$ cat src/rtl/debug_unit.sv
`default_nettype none
// ============================================================================
// Module   : debug_unit
// Brief    : UART command front-end: loads instruction memory, runs/steps the
//            pipeline and reports the PC. Optional PC report: DEBUG_PC_REPORT_EN.
// Revision : 1.0 - initial release
// ============================================================================
module debug_unit #(
    parameter int NB_INSTR           = 32,
    parameter int NB_REG             = 32,
    parameter int N_ADDR             = 512,
    parameter int LOG2_N_INSMEM_ADDR = $clog2(N_ADDR),
    parameter int NB_BYTE            = 8
) (
    input  logic                          i_clock,
    input  logic                          i_reset,
    input  logic [NB_BYTE-1:0]            i_rx_data,
    input  logic                          i_rx_valid,
    input  logic                          i_halt,
    input  logic [NB_REG-1:0]             i_pc,
    input  logic                          i_tx_done,
    output logic                          o_imem_wr_en,
    output logic [LOG2_N_INSMEM_ADDR-1:0] o_imem_addr,
    output logic [NB_INSTR-1:0]           o_imem_data,
    output logic                          o_pipe_valid,
    output logic                          o_pipe_reset,
    output logic [NB_BYTE-1:0]            o_tx_data,
    output logic                          o_tx_start
);

    localparam logic [NB_BYTE-1:0] c_cmd_load = 8'h4C;
    localparam logic [NB_BYTE-1:0] c_cmd_run  = 8'h52;
    localparam logic [NB_BYTE-1:0] c_cmd_step = 8'h53;
    localparam logic [NB_BYTE-1:0] c_cmd_halt = 8'h48;
`ifdef DEBUG_PC_REPORT_EN
    localparam logic [NB_BYTE-1:0] c_cmd_pc   = 8'h50;
`endif
    localparam logic [15:0]        c_n_addr   = 16'(N_ADDR);

    typedef enum logic [2:0] {
        S_IDLE   = 3'd0,
        S_LEN_HI = 3'd1,
        S_LEN_LO = 3'd2,
        S_LOAD   = 3'd3,
        S_WRITE  = 3'd4,
        S_RUN    = 3'd5,
        S_STEP   = 3'd6
`ifdef DEBUG_PC_REPORT_EN
        ,S_SEND  = 3'd7
`endif
    } state_t;

    state_t                          r_state;
    logic [15:0]                     r_len;
    logic [15:0]                     r_index;
    logic [NB_INSTR-NB_BYTE-1:0]     r_word;
    logic [1:0]                      r_byte_cnt;
    logic                            r_wr_en;
    logic [LOG2_N_INSMEM_ADDR-1:0]   r_addr;
    logic [NB_INSTR-1:0]             r_data;
    logic                            r_pipe_valid;
    logic                            r_pipe_reset;
`ifdef DEBUG_PC_REPORT_EN
    logic [NB_BYTE-1:0]              r_tx_data;
    logic                            r_tx_start;
    logic [NB_REG-1:0]               r_pc_shift;
    logic [1:0]                      r_tx_cnt;
`endif

    always_ff @(posedge i_clock) begin
        if (i_reset) begin
            r_state      <= S_IDLE;
            r_len        <= '0;
            r_index      <= '0;
            r_word       <= '0;
            r_byte_cnt   <= '0;
            r_wr_en      <= 1'b0;
            r_addr       <= '0;
            r_data       <= '0;
            r_pipe_valid <= 1'b0;
            r_pipe_reset <= 1'b1;
`ifdef DEBUG_PC_REPORT_EN
            r_tx_data    <= '0;
            r_tx_start   <= 1'b0;
            r_pc_shift   <= '0;
            r_tx_cnt     <= '0;
`endif
        end else begin
            r_wr_en      <= 1'b0;
            r_pipe_reset <= 1'b0;
`ifdef DEBUG_PC_REPORT_EN
            r_tx_start   <= 1'b0;
`endif
            case (r_state)
                S_IDLE: begin
                    if (i_rx_valid) begin
                        case (i_rx_data)
                            c_cmd_load: r_state <= S_LEN_HI;
                            c_cmd_run: begin
                                r_state      <= S_RUN;
                                r_pipe_valid <= 1'b1;
                            end
                            c_cmd_step: begin
                                r_state      <= S_STEP;
                                r_pipe_valid <= 1'b1;
                            end
`ifdef DEBUG_PC_REPORT_EN
                            c_cmd_pc: begin
                                r_state    <= S_SEND;
                                r_tx_start <= 1'b1;
                                r_tx_data  <= i_pc[NB_REG-1 -: NB_BYTE];
                                r_pc_shift <= i_pc << NB_BYTE;
                                r_tx_cnt   <= '0;
                            end
`endif
                            default: ;
                        endcase
                    end
                end
                S_LEN_HI: begin
                    if (i_rx_valid) begin
                        r_len[15:8] <= i_rx_data;
                        r_state     <= S_LEN_LO;
                    end
                end
                S_LEN_LO: begin
                    if (i_rx_valid) begin
                        r_len[7:0] <= i_rx_data;
                        if (r_len[15:8] == 8'd0 && i_rx_data == 8'd0) begin
                            r_pipe_reset <= 1'b1;
                            r_index      <= '0;
                            r_state      <= S_IDLE;
                        end else begin
                            r_byte_cnt <= '0;
                            r_state    <= S_LOAD;
                        end
                    end
                end
                S_LOAD: begin
                    if (i_rx_valid) begin
                        if (r_byte_cnt == 2'd3) begin
                            // Words beyond the memory are consumed but never written
                            r_data     <= {r_word, i_rx_data};
                            r_wr_en    <= (r_index < c_n_addr);
                            if (r_index < c_n_addr)
                                r_addr <= r_index[LOG2_N_INSMEM_ADDR-1:0];
                            r_byte_cnt <= '0;
                            r_state    <= S_WRITE;
                        end else begin
                            r_word     <= {r_word[NB_INSTR-2*NB_BYTE-1:0], i_rx_data};
                            r_byte_cnt <= r_byte_cnt + 2'd1;
                        end
                    end
                end
                S_WRITE: begin
                    if (r_index + 16'd1 == r_len) begin
                        r_pipe_reset <= 1'b1;
                        r_index      <= '0;
                        r_state      <= S_IDLE;
                    end else begin
                        r_index <= r_index + 16'd1;
                        r_state <= S_LOAD;
                        // A strobe overlapping the write cycle is the next word's first byte
                        if (i_rx_valid) begin
                            r_word     <= {r_word[NB_INSTR-2*NB_BYTE-1:0], i_rx_data};
                            r_byte_cnt <= 2'd1;
                        end
                    end
                end
                S_RUN: begin
                    if (i_halt || (i_rx_valid && i_rx_data == c_cmd_halt)) begin
                        r_pipe_valid <= 1'b0;
`ifdef DEBUG_PC_REPORT_EN
                        r_state    <= S_SEND;
                        r_tx_start <= 1'b1;
                        r_tx_data  <= i_pc[NB_REG-1 -: NB_BYTE];
                        r_pc_shift <= i_pc << NB_BYTE;
                        r_tx_cnt   <= '0;
`else
                        r_state    <= S_IDLE;
`endif
                    end
                end
                S_STEP: begin
                    r_pipe_valid <= 1'b0;
`ifdef DEBUG_PC_REPORT_EN
                    r_state    <= S_SEND;
                    r_tx_start <= 1'b1;
                    r_tx_data  <= i_pc[NB_REG-1 -: NB_BYTE];
                    r_pc_shift <= i_pc << NB_BYTE;
                    r_tx_cnt   <= '0;
`else
                    r_state    <= S_IDLE;
`endif
                end
`ifdef DEBUG_PC_REPORT_EN
                S_SEND: begin
                    if (i_tx_done) begin
                        if (r_tx_cnt == 2'd3) begin
                            r_state <= S_IDLE;
                        end else begin
                            r_tx_cnt   <= r_tx_cnt + 2'd1;
                            r_tx_start <= 1'b1;
                            r_tx_data  <= r_pc_shift[NB_REG-1 -: NB_BYTE];
                            r_pc_shift <= r_pc_shift << NB_BYTE;
                        end
                    end
                end
`endif
                default: r_state <= S_IDLE;
            endcase
        end
    end

    assign o_imem_wr_en = r_wr_en;
    assign o_imem_addr  = r_addr;
    assign o_imem_data  = r_data;
    assign o_pipe_valid = r_pipe_valid;
    assign o_pipe_reset = r_pipe_reset;

`ifdef DEBUG_PC_REPORT_EN
    assign o_tx_data  = r_tx_data;
    assign o_tx_start = r_tx_start;
`else
    logic w_unused_tx;
    assign w_unused_tx = ^{i_pc, i_tx_done};
    assign o_tx_data   = '0;
    assign o_tx_start  = 1'b0;
`endif

endmodule
`default_nettype wire

$ cat config.mk
export PLATFORM = sky130hd
export DESIGN_NAME = debug_unit
export DESIGN_NICKNAME = d
export VERILOG_FILES = /design/src/rtl/debug_unit.sv
export SDC_FILE = /design/constraint.sdc
export NUM_CORES = 1
export LEC_CHECK = 0
export ABC_AREA = 1
export ABC_CLOCK_PERIOD_IN_PS = 2850
export CORE_ASPECT_RATIO = 2
export CORE_UTILIZATION = 52
export DETAILED_ROUTE_END_ITERATION = 10
export PLACE_DENSITY = 0.81
export SLEW_MARGIN = 20
export SYNTH_ARGS = -nofsm -noshare
export SYNTH_HDL_FRONTEND = slang
export SYNTH_SLANG_ARGS = --single-unit
$ cat constraint.sdc
create_clock -name i_clock -period 2.85 [get_ports i_clock]
set_clock_uncertainty 0.2 [all_clocks]
set_input_delay 0.7125 -clock i_clock [delete_from_list [all_inputs] [get_ports i_clock]]
set_output_delay 0.7125 -clock i_clock [all_outputs]
set_load 0.005 [all_outputs]
* Yosys cells after proc, flatten, opt, wreduce, memory -nomap -nowiden *
Cells that the tools add are included.

storage, ports and cells
  input bits = 45
  output and inout port bits = 53
  register bits after elaboration = 105

cells by class
  mux-type cells = 34
  eq/ne operators = 25
  $add $sub $neg = 2
  reduce and logical (&&, ||, !) cells = 21
  bitwise logic cells = 3
  order comparisons = 1

operators by type and width
  kind                   number
  $mux 24                4
  $mux 16                3
  $pmux 24 s2            1
  $eq 8x7->1 const B     4
  $pmux 16 s2            1
  $ne 2x2->1 const B     12
  $mux 3                 6
  $pmux 3 s6             1
  $add 16x1->16 const B  1
  $eq 16x16->1           1
  $logic_not 8->1        2
  $lt 16x10->1 const B   1
  $mux 2                 8
  $eq 3x3->1 const B     3
  $pmux 3 s3             1
  $reduce_and 4->1       2
  $reduce_and 7->1       1
  $eq 3x2->1 const B     2
  $mux 1                 6
  $pmux 2 s3             1
  $reduce_and 3->1       2
  $reduce_and 6->1       1
  $reduce_bool 3->1      2
  $reduce_and 5->1       1
  other kinds (14)       19

* Longest topological paths before layout *
  depth in word-level cells = 5
  mapped depth = 16

* Least setup slack after synthesis *
No wires, ideal clock.

  path type = reg-to-reg
  from = register r_index[0]
  to = register r_word[17]
  arrival time = 1.924 ns
  buffers on the path = 1
  library setup time = 0.113 ns
  clock period less this slack = 2.237 ns
  cell stages (with the launch flop) = 14
  slack = 0.613 ns
  required time = 2.537 ns
  cell sequence = dfxtp_1 > ha_1 > nand2_1 > nor2_2 > nand2_1 > xor3_1 > nand3_1 > nor2_2 > nand4_4 > nand3_2 > buf_2 > nand2_1 > nand2_1 > nor2_1

between the ends
  cells in the longest elaborated chain, start to end = 4

ends and longest elaborated chain
  what                        RTL line  source
  from (decl)                 55        logic [15:0] r_index;
  from (signal assigned)      161       r_index <= r_index + 16'd1;
  $add 16x1->16               156       if (r_index + 16'd1 == r_len) begin
  $eq 16x16->1                156
  $ne 2x2->1 (no line)        n/a
  $reduce_and 5->1 (no line)  n/a
  to (signal assigned)        150       r_word <= {r_word[NB_INSTR-2*NB_BYTE-1:0], i_rx_data};
  to (signal assigned)        165       r_word <= {r_word[NB_INSTR-2*NB_BYTE-1:0], i_rx_data};
  to (decl)                   56        logic [NB_INSTR-NB_BYTE-1:0] r_word;

Every way passes these cells.
A chain may end at the register's enable or synchronous reset.

* Final worst setup path *
  from = register r_index[0]
  to = register r_word[1]

Same word-level chain as after synthesis.

==> flow_summary_export.csv <==
group,metric,value,unit
outcome,run_status,"completed",
sta,tightestPinTransition,602,ps
critical_path,worstSetupStartpointType,"flop",
place,placed_cells,835,
critical_path,crit_arrival,2740,ps
floorplan,floorplan.core_area,9010,um2
critical_path,worst-path-buf-inv,1,
clocking,clock_sinks,105,
yosys,post_synth_inst_count,690,
sta,unrepaired_setup_endpoints_after_global_routing,"no",
sta,final_hold_viol_count,0,
yosys,synth_sequential_area_ratio,0.432,
clocking,post_cts_hold_buffer_count,0,
global_routing,grt_start_max_net_pins,65,
clocking,cts_tree,"built",
power,p_comb_frac,0.057,
floorplan,io-pin-count,98,
critical_path,cpPeakStageDelay,420,ps
critical_path,crit-reg2reg-launch,"r_index[0]",
critical_path,rr_worst_depth,13,
yosys,ys_async_sr_fraction,0,
yosys,synth_flop_cell,"dfxtp_1",
power,switching_share,0.236,
yosys,synthMuxAreaShare,0,
sta,timing.final.max_slew_violations,0,
min_path,holdCritStartpoint,"r_word[22]",
floorplan,floorplan.die.width,70.4,um
layout,finish.cell_count_without_fillers,851,
sta,max_slew_margin,0.595,
yosys,syn_avg_cell_area,7.05,um2
clocking,insertion_delay,350,ps
yosys,postSynthRegisterBits,105,
yosys,ys_warn_count,0,
clocking,cts_made_buffers,9,
global_routing,grt-ovfl-total,0,
sta,worst_slack,157,ps
clocking,cts-root-buf,"clkbuf_16",
floorplan,die_area,9770,um2
critical_path,timing.critical_path.mode_cell,"nand2_1",
power,vdd_ir_drop_max,0.000603,V
power,power.internal,2.17,mW
global_routing,track_usage,0.269,
layout,fillerInstances,808,
yosys,syn_area,4870,um2
min_path,min_delay_worst_endpoint,"o_imem_data[30]",
floorplan,effective_utilization_at_floorplan,0.540,
yosys,synth_top_cells_by_area,"dfxtp_1, nand2_1, a21oi_1, nor2_1, o21ai_0",
critical_path,reg2reg_to,"r_word[1]",
layout,final_net_count,792,
drt,dr.pass1.iters,6,
layout,post_route_cells_drive_above_1_share,0.0788,
critical_path,reg2reg_slack,160,ps
power,power_frac_seq,0.526,
place,dpl_cell_area,5550,um2
yosys,post_synthesis_share_of_cell_area_spent_on_full_adders_half_adders_and_majority_gates,0.00514,
yosys,synth-compound-area-share,0.158,
critical_path,path_class,"flop to flop",
place,io_buffer_count,55,
critical_path,critical-path-slowest-cell,"dfxtp_1",
critical_path,critical_path.top_delay_family,"simple AND/OR/NAND/NOR gates",
critical_path,critical_path_required,2890,ps
sta,min_period_over_period,0.945,
place,detailedPlacementHpwl,9240,um
floorplan,chipHeight,139,um
flow_run,drv.max_cap_violation_count,0,
global_routing,number_of_antenna_violations_at_the_first_check_in_global_routing,0,
floorplan,fp-row-count,49,
clocking,cts_htree_levels,3,
drt,via_total_after_detailed_routing,4750,
layout,final_non_filler_cell_area,5860,um2
drt,antenna_left,0,
critical_path,cp_capture_type,"flop",
drt,drt-initial-drc-count,396,
drt,post_drt_wl_per_cell,14.8,um
min_path,hold_path_class,"flop to flop",
place,place_congestion,0.966,
power,power-per-cell-area,484,nW/um2
yosys,post_synth_and_or_nand_nor_area_fraction,0.279,
sta,setup-violations-final,0,
power,power.static_leakage,2.50,nW
sta,setup-tns-final,0,ps
yosys,synthesized_area_fraction_occupied_by_xor_and_xnor_cells,0.0188,
critical_path,critical_path.max_fanout,48,
drt,detail_route.drc_violations,0,
yosys,synth.cells.most_frequent,"nand2_1, dfxtp_1, nor2_1, inv_1, a21oi_1",
layout,area_overhead_of_the_layout_relative_to_synthesis,20.4,%
yosys,netlist.area_leader.share,0.432,
yosys,synth_top_area_cell,"dfxtp_1",
drt,finalWirelength,12600,um
global_routing,grt_first_pass_wirelength,21000,um
power,switchingPower,0.669,mW
global_routing,via_count_of_the_first_global_routing_pass,4598,
clocking,cts_max_path_buffers,2,
layout,layout.core_utilization,0.650,
min_path,worstHoldPathCells,2,
sta,max_clock_freq,371,MHz
layout,antennaDiodeCount,0,
critical_path,worstPathCellList,"ha_2, nand2_1, nor2_4, nand3_1, xor3_1, nand2_1, nor2_4, nand4_4, nand3_2, buf_12, nand2_1, nand2_1, nor2_1",
power,clock_share_of_power,0.417,
yosys,combinational_family_with_the_most_area_after_synthesis,"simple AND/OR/NAND/NOR gates",
sta,fin_crit,2690,ps
drt,via_per_inst,5.58,
yosys,post-synth-top-count-cell,"nand2_1",
yosys,synth_enable_flop_cells,0,
yosys,post_synth_num_cell_types,36,
critical_path,critPathLaunch,"r_index[0]",
place,dp_worst_setup_slack,10.9,ps
clocking,worst_setup_hold_path_clk_slew,70,ps
==> kinds of logic after synthesis <==
family / count (synthesis)
fa+ha+maj: 2
other cells: 1
xor+xnor: 7
flops: 105
compound gates: 148
simple gates: 307
buf+inv: 120
==> per-stage QoR <==
| step | hold WS, ps | power [mW] |
|---|---|---|
| 6_report | 264 | 2.83 |
| 4_1_cts | 260 | 2.85 |
| 3_3_place_gp | 249 | 1.68 |
| 3_5_place_dp | 250 | 1.68 |
| 5_1_grt | 291 | 2.93 |
| 2_1_floorplan | 230 | 1.62 |
==> state kept, by name, indices dropped and copies added, names as in the netlist <==
name,cells
o_imem_data,32
r_word,24
r_index,16
r_len,16
o_imem_addr,9
r_state,3
r_byte_cnt,2
o_imem_wr_en,1
o_pipe_reset,1
o_pipe_valid,1
==> placed cells by master (no fill, tap or decap), types with 3 or more instances in the layout <==
| cell type | instances |
|---|---|
| nand3_2 | 4 |
| clkdlybuf4s50_1 | 55 |
| buf_12 | 3 |
| inv_2 | 3 |
| nand4_1 | 21 |
| o22ai_1 | 5 |
| clkbuf_16 | 9 |
| conb_1 | 9 |
| nand3b_1 | 3 |
| dfxtp_1 | 105 |
| nand3_1 | 30 |
| o21ai_0 | 63 |
| nor3_1 | 4 |
| nand2_2 | 3 |
| buf_4 | 17 |
| nand2_1 | 136 |
| inv_6 | 4 |
| a21oi_1 | 71 |
| inv_1 | 78 |
| nor2_4 | 8 |
| nor2_2 | 3 |
| xnor2_1 | 3 |
| nor2_1 | 92 |
==> how the worst max path moves through the flow <==
stage | slack (ps) | endpoint | depth (start not counted)
6_report | 160 | r_word[1] | 13
3_3_place_gp | 70 | r_state[1] | 12
3_5_place_dp | 10 | r_state[0] | 12
5_1_grt | 40 | r_word[6] | 15
4_1_cts | 90 | r_word[1] | 15
2_1_floorplan | 610 | r_word[17] | 13
==> metal layers <==
metal | up-vias | global-route usage | part of all wire
li1 | 2323 | - | -
met1 | 2162 | 0.267 | 0.35
met2 | 202 | 0.490 | 0.55
met3 | 63 | 0.0552 | 0.048
met5 | - | 0 | 0
met4 | 0 | 0.173 | 0.055
==> tightest hold or removal path: stages, from the launching register on <==
cell and delay (ps):
dfxtp_1 310, inv_1 60, a21oi_1 50
==> power groups by stage <==
stage / registers [mW] / logic [mW] / clock network (mW)
after CTS: 1.49 / 0.159 / 1.20
after floorplan: 1.52 / 0.103 / 0
final: 1.49 / 0.162 / 1.18
after global placement: 1.52 / 0.154 / 0
after detailed placement: 1.52 / 0.158 / 0
after global routing: 1.49 / 0.178 / 1.26
==> area by class of cell <==
| class | count | area, um2 | area share |
|---|---|---|---|
| multi-input cells | 473 | 2300 | 0.393 |
| flip-flops and latches | 105 | 2100 | 0.359 |
| repair buffers | 75 | 738 | 0.126 |
| inverters | 81 | 304 | 0.0519 |
| clock buffers | 10 | 239 | 0.0408 |
| well taps | 102 | 128 | 0.0218 |
| clock inverters | 5 | 43.8 | 0.00748 |
==> what timing repair did <==
action	4_1_cts	5_1_grt
buffers inserted	0	1
resized for setup	0	4
setup endpoints to repair	0	31
No activity file was read; power rests on OpenSTA's default activity.
